`config.mk`:
```
export PLATFORM = sky130hd
export DESIGN_NAME = pipe_sequencer
export DESIGN_NICKNAME = d
export VERILOG_FILES = /design/src/rtl/pipe_sequencer.sv
export SDC_FILE = /design/constraint.sdc
export NUM_CORES = 1
export LEC_CHECK = 0
export CAP_MARGIN = 0
export CORE_UTILIZATION = 44
export CTS_CLUSTER_DIAMETER = 50
export DETAILED_ROUTE_END_ITERATION = 12
export GPL_TIMING_DRIVEN = 0
export PLACE_DENSITY = 0.87
export SLEW_MARGIN = 10
export SYNTH_ARGS = -nofsm -noshare
export SYNTH_HDL_FRONTEND = slang
export SYNTH_SLANG_ARGS = --single-unit
```
`constraint.sdc`:
```
create_clock -name clk -period 2.9 [get_ports clk]
set_input_delay 0.58 -clock clk [delete_from_list [all_inputs] [get_ports clk]]
set_output_delay 0.58 -clock clk [all_outputs]
set_load 0.1 [all_outputs]
```
`src/rtl/pipe_sequencer.sv`:
```
// pipe_sequencer
//   Control block for the 3-stage pipeline (fetch, decode/register-read, execute/writeback).
//   It sequences post-reset fill, normal run, RAW-hazard stalls, halt/drain and resume.
//
// Ports
//   clk          in   clock, all state updates on rising edge
//   reset        in   synchronous, active-high
//   dec_valid    in   decode stage holds a real instruction
//   dec_rs1/2    in   decode source registers
//   dec_use_rs1/2 in  instruction reads rs1 / rs2
//   halt_req     in   decode stage holds a halt instruction
//   resume       in   single-cycle restart request (honoured only in HALTED)
//   ex_rd/ex_wen in   destination and write enable in the execute stage
//   wb_rd/wb_wen in   destination and write enable in writeback
//   pc_en        out  PC may advance
//   fetch_en     out  fetch register may load
//   bubble       out  decode register latches reg_wr_en=0 (NOP)
//   halted       out  pipeline halted and drained (registered)
//   stall_count  out  saturating count of hazard-stall cycles (registered)
//
// state  | meaning
// FILL   | program memory / fetch register filling, bubbles issued
// RUN    | normal issue, stalls on RAW hazards, accepts halt
// DRAIN  | in-flight instructions retire, nothing new issued
// HALTED | drained and idle, waiting for resume

module pipe_sequencer #(
    parameter int FILL_CYCLES  = 2,
    parameter int DRAIN_CYCLES = 2,
    parameter int CNT_WIDTH    = 16
) (
    input  logic                 clk,
    input  logic                 reset,
    input  logic                 dec_valid,
    input  logic [4:0]           dec_rs1,
    input  logic [4:0]           dec_rs2,
    input  logic                 dec_use_rs1,
    input  logic                 dec_use_rs2,
    input  logic                 halt_req,
    input  logic                 resume,
    input  logic [4:0]           ex_rd,
    input  logic                 ex_wen,
    input  logic [4:0]           wb_rd,
    input  logic                 wb_wen,
    output logic                 pc_en,
    output logic                 fetch_en,
    output logic                 bubble,
    output logic                 halted,
    output logic [CNT_WIDTH-1:0] stall_count
);

    localparam int MAX_CYC = (FILL_CYCLES > DRAIN_CYCLES) ? FILL_CYCLES : DRAIN_CYCLES;
    localparam int CW      = (MAX_CYC > 1) ? $clog2(MAX_CYC) : 1;

    typedef enum logic [1:0] {
        FILL   = 2'd0,
        RUN    = 2'd1,
        DRAIN  = 2'd2,
        HALTED = 2'd3
    } state_t;

    state_t          state, state_n;
    logic [CW-1:0]   cnt, cnt_n;
    logic            stall_inc;
    logic            m1, m2, hz;
    logic            pc_en_s, fetch_en_s, bubble_s;

    // No write-through in the register file, so any in-flight writer of a
    // source register forces a stall. x0 is hardwired and never conflicts.
    assign m1 = dec_use_rs1 && (dec_rs1 != 5'd0) &&
                ((ex_wen && (ex_rd == dec_rs1)) || (wb_wen && (wb_rd == dec_rs1)));
    assign m2 = dec_use_rs2 && (dec_rs2 != 5'd0) &&
                ((ex_wen && (ex_rd == dec_rs2)) || (wb_wen && (wb_rd == dec_rs2)));
    assign hz = dec_valid && (m1 || m2);

    always_comb begin
        state_n    = state;
        cnt_n      = cnt;
        stall_inc  = 1'b0;
        pc_en_s    = 1'b0;
        fetch_en_s = 1'b0;
        bubble_s   = 1'b1;
        case (state)
            FILL: begin
                pc_en_s    = 1'b1;
                fetch_en_s = 1'b1;
                if (cnt == '0) state_n = RUN;
                else           cnt_n   = cnt - 1'b1;
            end
            RUN: begin
                if (hz) begin
                    stall_inc = 1'b1;
                end else if (halt_req) begin
                    // halt instruction itself is turned into a bubble
                    state_n = DRAIN;
                    cnt_n   = CW'(DRAIN_CYCLES - 1);
                end else begin
                    pc_en_s    = 1'b1;
                    fetch_en_s = 1'b1;
                    bubble_s   = 1'b0;
                end
            end
            DRAIN: begin
                if (cnt == '0) state_n = HALTED;
                else           cnt_n   = cnt - 1'b1;
            end
            HALTED: begin
                if (resume) begin
                    state_n = FILL;
                    cnt_n   = CW'(FILL_CYCLES - 1);
                end
            end
            default: begin
                state_n = FILL;
                cnt_n   = CW'(FILL_CYCLES - 1);
            end
        endcase
    end

    // Reset overrides the combinational outputs immediately, not just on the edge.
    assign pc_en    = pc_en_s    && !reset;
    assign fetch_en = fetch_en_s && !reset;
    assign bubble   = bubble_s   || reset;

    always_ff @(posedge clk) begin
        if (reset) begin
            state       <= FILL;
            cnt         <= CW'(FILL_CYCLES - 1);
            stall_count <= '0;
            halted      <= 1'b0;
        end else begin
            state  <= state_n;
            cnt    <= cnt_n;
            halted <= (state_n == HALTED);
            if (stall_inc && (stall_count != '1))
                stall_count <= stall_count + 1'b1;
        end
    end

endmodule

```
======== Yosys cells after proc, flatten, opt, wreduce, memory -nomap -nowiden ========
Index checks and enable logic that the tools add are counted.
storage, ports and cells
  flip-flop bits (word level) ............. 20
  bits in latches ......................... 0
  bits in writable memories ............... 0
  memory bits (read-only) ................. 0
  output and inout port bits .............. 20
  memories kept ........................... 0
cells by class
  add/sub/neg operators ................... 2
  multipliers ............................. 0
  divide/modulo/power cells ............... 0
  magnitude comparators ................... 0
  equality and inequality tests ........... 12
  shifts and indexed selects .............. 0
  mux-type cells .......................... 19
  bitwise logic cells ..................... 0
  reduce and logical (&&, ||, !) cells .... 21
operators with widths
  cell                   number
  $eq 5x5->1             4
  $add 16x1->16 const B  1
  $ne 16x16->1 const B   1
  $logic_and 1x1->1      11
  $mux 1                 11
  $mux 2                 5
  $reduce_bool 5->1      2
  $pmux 2 s4             1
  $eq 2x2->1 const B     3
  $ne 2x2->1 const B     3
  $logic_or 1x1->1       4
  $pmux 1 s3             1
  $reduce_and 3->1       1
  $eq 2x1->1 const B     1
  $logic_not 2->1        1
  $pmux 1 s2             1
  $reduce_or 2->1        1
  $logic_not 1->1        1
  $sub 1x1->1 const B    1

======== Logic depth before layout (Yosys ltp) ========
  depth in word-level cells ............... 9
  gate-level depth with buffers ........... 8

======== Least setup slack after synthesis ========
Ideal clock, no wire load.
  path type ............................... input -> output
  start ................................... input port dec_rs1[1]
  end ..................................... output port pc_en
  arrival ................................. 2.836 ns
  slack ................................... -0.516 ns
  stages .................................. 6
  path buffers ............................ 1
  path through ............................ or4_1 > o211ai_1 > o22ai_4 > o21ai_0 > and2_1 > buf_4
between the ends
  cells in the longest elaborated chain, start to end .. 9
  elaborated cells on any way between the ends .. 13
  classes of those cells .................. eq/ne: 2; mux: 2; reduce/logical: 9
RTL lines
  what                   line  RTL
  start, declared        35    input logic [4:0] dec_rs1,
  $eq 5x5->1             71    ((ex_wen && (ex_rd == dec_rs1)) || (wb_wen && (wb_rd == dec_rs1)));
  $logic_and 1x1->1      71
  $logic_or 1x1->1       71
  $logic_and 1x1->1 (*)  70    assign m1 = dec_use_rs1 && (dec_rs1 != 5'd0) &&
  $logic_or 1x1->1 (*)   74    assign hz = dec_valid && (m1 || m2);
  $logic_and 1x1->1 (*)  74
  $mux 1 (*)             n/a
  $pmux 1 s2 (*)         n/a
  $logic_and 1x1->1 (*)  n/a
  end, declared          45    output logic pc_en,
Mark *: on every way between the ends. The rest lies on a longest branch, timed or not.

======== Worst setup path in the final report ========
  start ................................... input port dec_rs1[4]
  end ..................................... output port pc_en
between the ends
  cells in the longest elaborated chain, start to end .. 9
  elaborated cells on any way between the ends .. 13
  classes of those cells .................. eq/ne: 2; mux: 2; reduce/logical: 9
RTL lines
  what                   line  RTL
  $eq 5x5->1             71
  $logic_and 1x1->1      71
  $logic_or 1x1->1       71
  $logic_and 1x1->1 (*)  70
  $logic_or 1x1->1 (*)   74
  $logic_and 1x1->1 (*)  74
  $mux 1 (*)             91    if (hz) begin
  $pmux 1 s2 (*)         83    case (state)
  $logic_and 1x1->1 (*)  121   assign pc_en = pc_en_s && !reset;
Marks and branches as above.

==> results.yml <==
clock_tree:
  clk_pin_slew_ns: 0.11
  hold_buffers: 0
  cts_tree: "built"
  clock-sinks: 20
  worstSkewPairLatency_ns: 0.31
  clk_path_buf_depth: 2
  h-tree-depth: 1
  numCtsBuffers: 3
  cts-root-buf: "clkbuf_4"
die:
  die_x_um: 56.0
  start_util_pct: 46.5
  die_h_um: 56.0
  core-area_um2: 2760
  dieArea_um2: 3130
  row_count: 19
  ioPinCount: 49
finish:
  antenna_cells: 0
  fillerInstances: 223
  stdcell_count: 234
  ff_latch_area_um2: 400
  finalInstanceArea_um2: 1890
  drive_gt1_share_pct: 19.7
  layout.nets: 234
  utilization_pct: 68.6
  area_growth_pct: 47.4
  multi_input_area_um2: 870
logic_synthesis:
  syn-cell-area_um2: 1280
  ys_warn_count: 0
  post-synth-top-area-fraction_pct: 31.2
  async_reset_ff_share_pct: 0
  ys_seq_elements: 20
  yosys-top-cells-area: "dfxtp_1 (31%), xor2_1 (14%), nor2_1 (4.1%)"
  ys.flop_type: "dfxtp_1"
  synthCells: 148
  synth_seq_area_share_pct: 31.2
  synth_common_cells: "dfxtp_1 (20), xor2_1 (20), nor2_1 (14)"
  synth_fp_nets: 178
  synth_area_leader_cell: "dfxtp_1"
  synth-edff-count: 0
  avgSynthCellArea_um2: 8.67
  synth_cell_types: 38
detailed_routing:
  ant_nets: 0
  drc: 0
  avgViaCountPerCell: 5.71
  drtPass1Iterations: 7
  wl_per_cell_um: 14.7
  drt-total-wl_mm: 3.44
  num_vias: 1335
  dr.first_iter.drc_count: 44
setup_path:
  cp_max_fo: 3
  ff2ff_setup_slack_ns: 0.67
  worstRegToRegCells: 7
  required_ns: 2.32
  arrival_ns: 2.26
  worst_setup_path_start_kind: "input pin"
  crit_path_end: "pc_en"
  end_kind: "output port"
  r2r-start: "stall_count[9]"
  cp-startpoint: "dec_rs1[4]"
  critPathKind: "in2out"
  reg2reg_to: "stall_count[15]"
sta:
  skew_ns: 0.0105
  worst_pin_slew_ns: 0.976
  hold-worst-slack_ns: 0.513
  setup_violations: 0
  drv_slew: 0
  slew_headroom_pct: 34.8
  fin_ws_ns: 0.0604
  tns_ns: 0
  timing.final.crit_period_ns: 2.84
  fmax_mhz: 352
  hold_viol: 0
  fin_crit_sh_pct: 97.9
grt:
  grt_pass1_wl_mm: 5.56
  grt_use_total_pct: 21.9
  antenna_found_initial: 0
  overflow: 0
  grt_max_degree: 12
  grt_pass1_vias: 1317
pwr:
  p_switching_uw: 181
  p_leak_nw: 0.744
  internal_power_uw: 427
  seqPwrFrac_pct: 46.8
  swShare_pct: 29.8
  clkPwrFrac_pct: 27.5
  pwr-share-comb_pct: 25.7
  ir_drop_uv: 393
  total_power_uw: 608
  power_density_nw_per_um2: 321
placed_design:
  port_buffers: 48
  place_ws_ns: -1.31
  dpl.hpwl_mm: 2.71
  gp_congestion: 0.825
  dp.cells: 227
  place_area_um2: 1810
min_path:
  hold_path.class: "reg2reg"
run_status:
  status: "completed"
flow_run:
  cap_viol_max_count: 0
-- layer usage --
layer | global-route usage (%) | wire length, um
met1 | 24.3 | 1350
met2 | 41.0 | 1900
met3 | 6.05 | 166
met4 | 4.88 | 22
met5 | 0 | 0
-- final cells by class --
class / count / area share [%]
multi-input combinational: 121 / 46.0
timing repair buffer: 51 / 25.9
inverter: 3 / 0.596
tap: 31 / 2.05
buffer: 4 / 2.32
clock buffer: 4 / 1.92
sequential: 20 / 21.2
-- worst max-delay path, stage by stage --
cell and delay (ns):
clkdlybuf4s15_2 0.21, or4_4 0.53, o211ai_1 0.27, o22ai_4 0.11, o21ai_1 0.14, and2_4 0.17
buf_6 0.09, buf_12 0.16
-- power groups by stage --
| stage | clock network [mW] | logic, mW | registers [mW] |
|---|---|---|---|
| after CTS | 0.168 | 0.152 | 0.284 |
| after global placement | 0 | 0.148 | 0.290 |
| final | 0.167 | 0.156 | 0.284 |
| after global routing | 0.181 | 0.165 | 0.286 |
| after floorplan | 0 | 0.0827 | 0.292 |
| after detailed placement | 0 | 0.153 | 0.291 |
-- timing repair --
item / 4_1_cts / 5_1_grt
pin swaps: 14 / 8
resized for setup: 52 / 8
endpoints found under the setup margin: 3 / 2
setup buffers: 2 / 1
-- how the worst min path moves through the flow --
stage / startpoint / to / cells after the start
floorplan: state[1] / state[1] / 2
global placement: stall_count[10] / stall_count[10] / 2
detailed placement: stall_count[10] / stall_count[10] / 2
CTS: stall_count[10] / stall_count[10] / 2
global route: stall_count[10] / stall_count[10] / 2
finish: stall_count[10] / stall_count[10] / 2
-- state kept, by name (all words and copies together), names as in the netlist --
register and flops:
cnt 1, halted 1, stall_count 16, state 2
-- logic make-up (layout without fill, tap and decap cells) --
| logic type | Yosys count | after routing | synth area share [%] |
|---|---|---|---|
| flip-flops | 20 | 20 | 31.2 |
| XOR/XNOR | 25 | 25 | 17.1 |
| adder cells (fa/ha/maj) | 1 | 1 | 0.975 |
| AO/OA/AOI/OAI | 24 | 24 | 13.4 |
| buffers and inverters | 7 | 62 | 4.00 |
| AND/OR/NAND/NOR | 67 | 67 | 30.0 |
| multiplexers | 4 | 4 | 3.41 |
-- layout by cell type, fill, tap and decap left out, drive strengths merged --
cell            n
nand3b          1
dlymetal6s2s    2
nor2b           3
nor4            5
o211ai          2
buf            11
mux2i           1
nand2           9
clkdlybuf4s50  26
and2            3
a31oi           1
xnor2           5
or4             4
a21o            1
o21ai           7
clkbuf          6
nand4           2
inv             3
nor3            2
ha              1
o22ai           1
or3             6
nor2           14
xor2           20
a32oi           2
dlygate4sd2    11
mux2            3
and4b           2
o31ai           2
or2b            1
dfxtp          20
clkdlybuf4s15   3
nand3          10
and3            4
a21oi           8
nand2b          1
(Power assumes the default switching activity.)
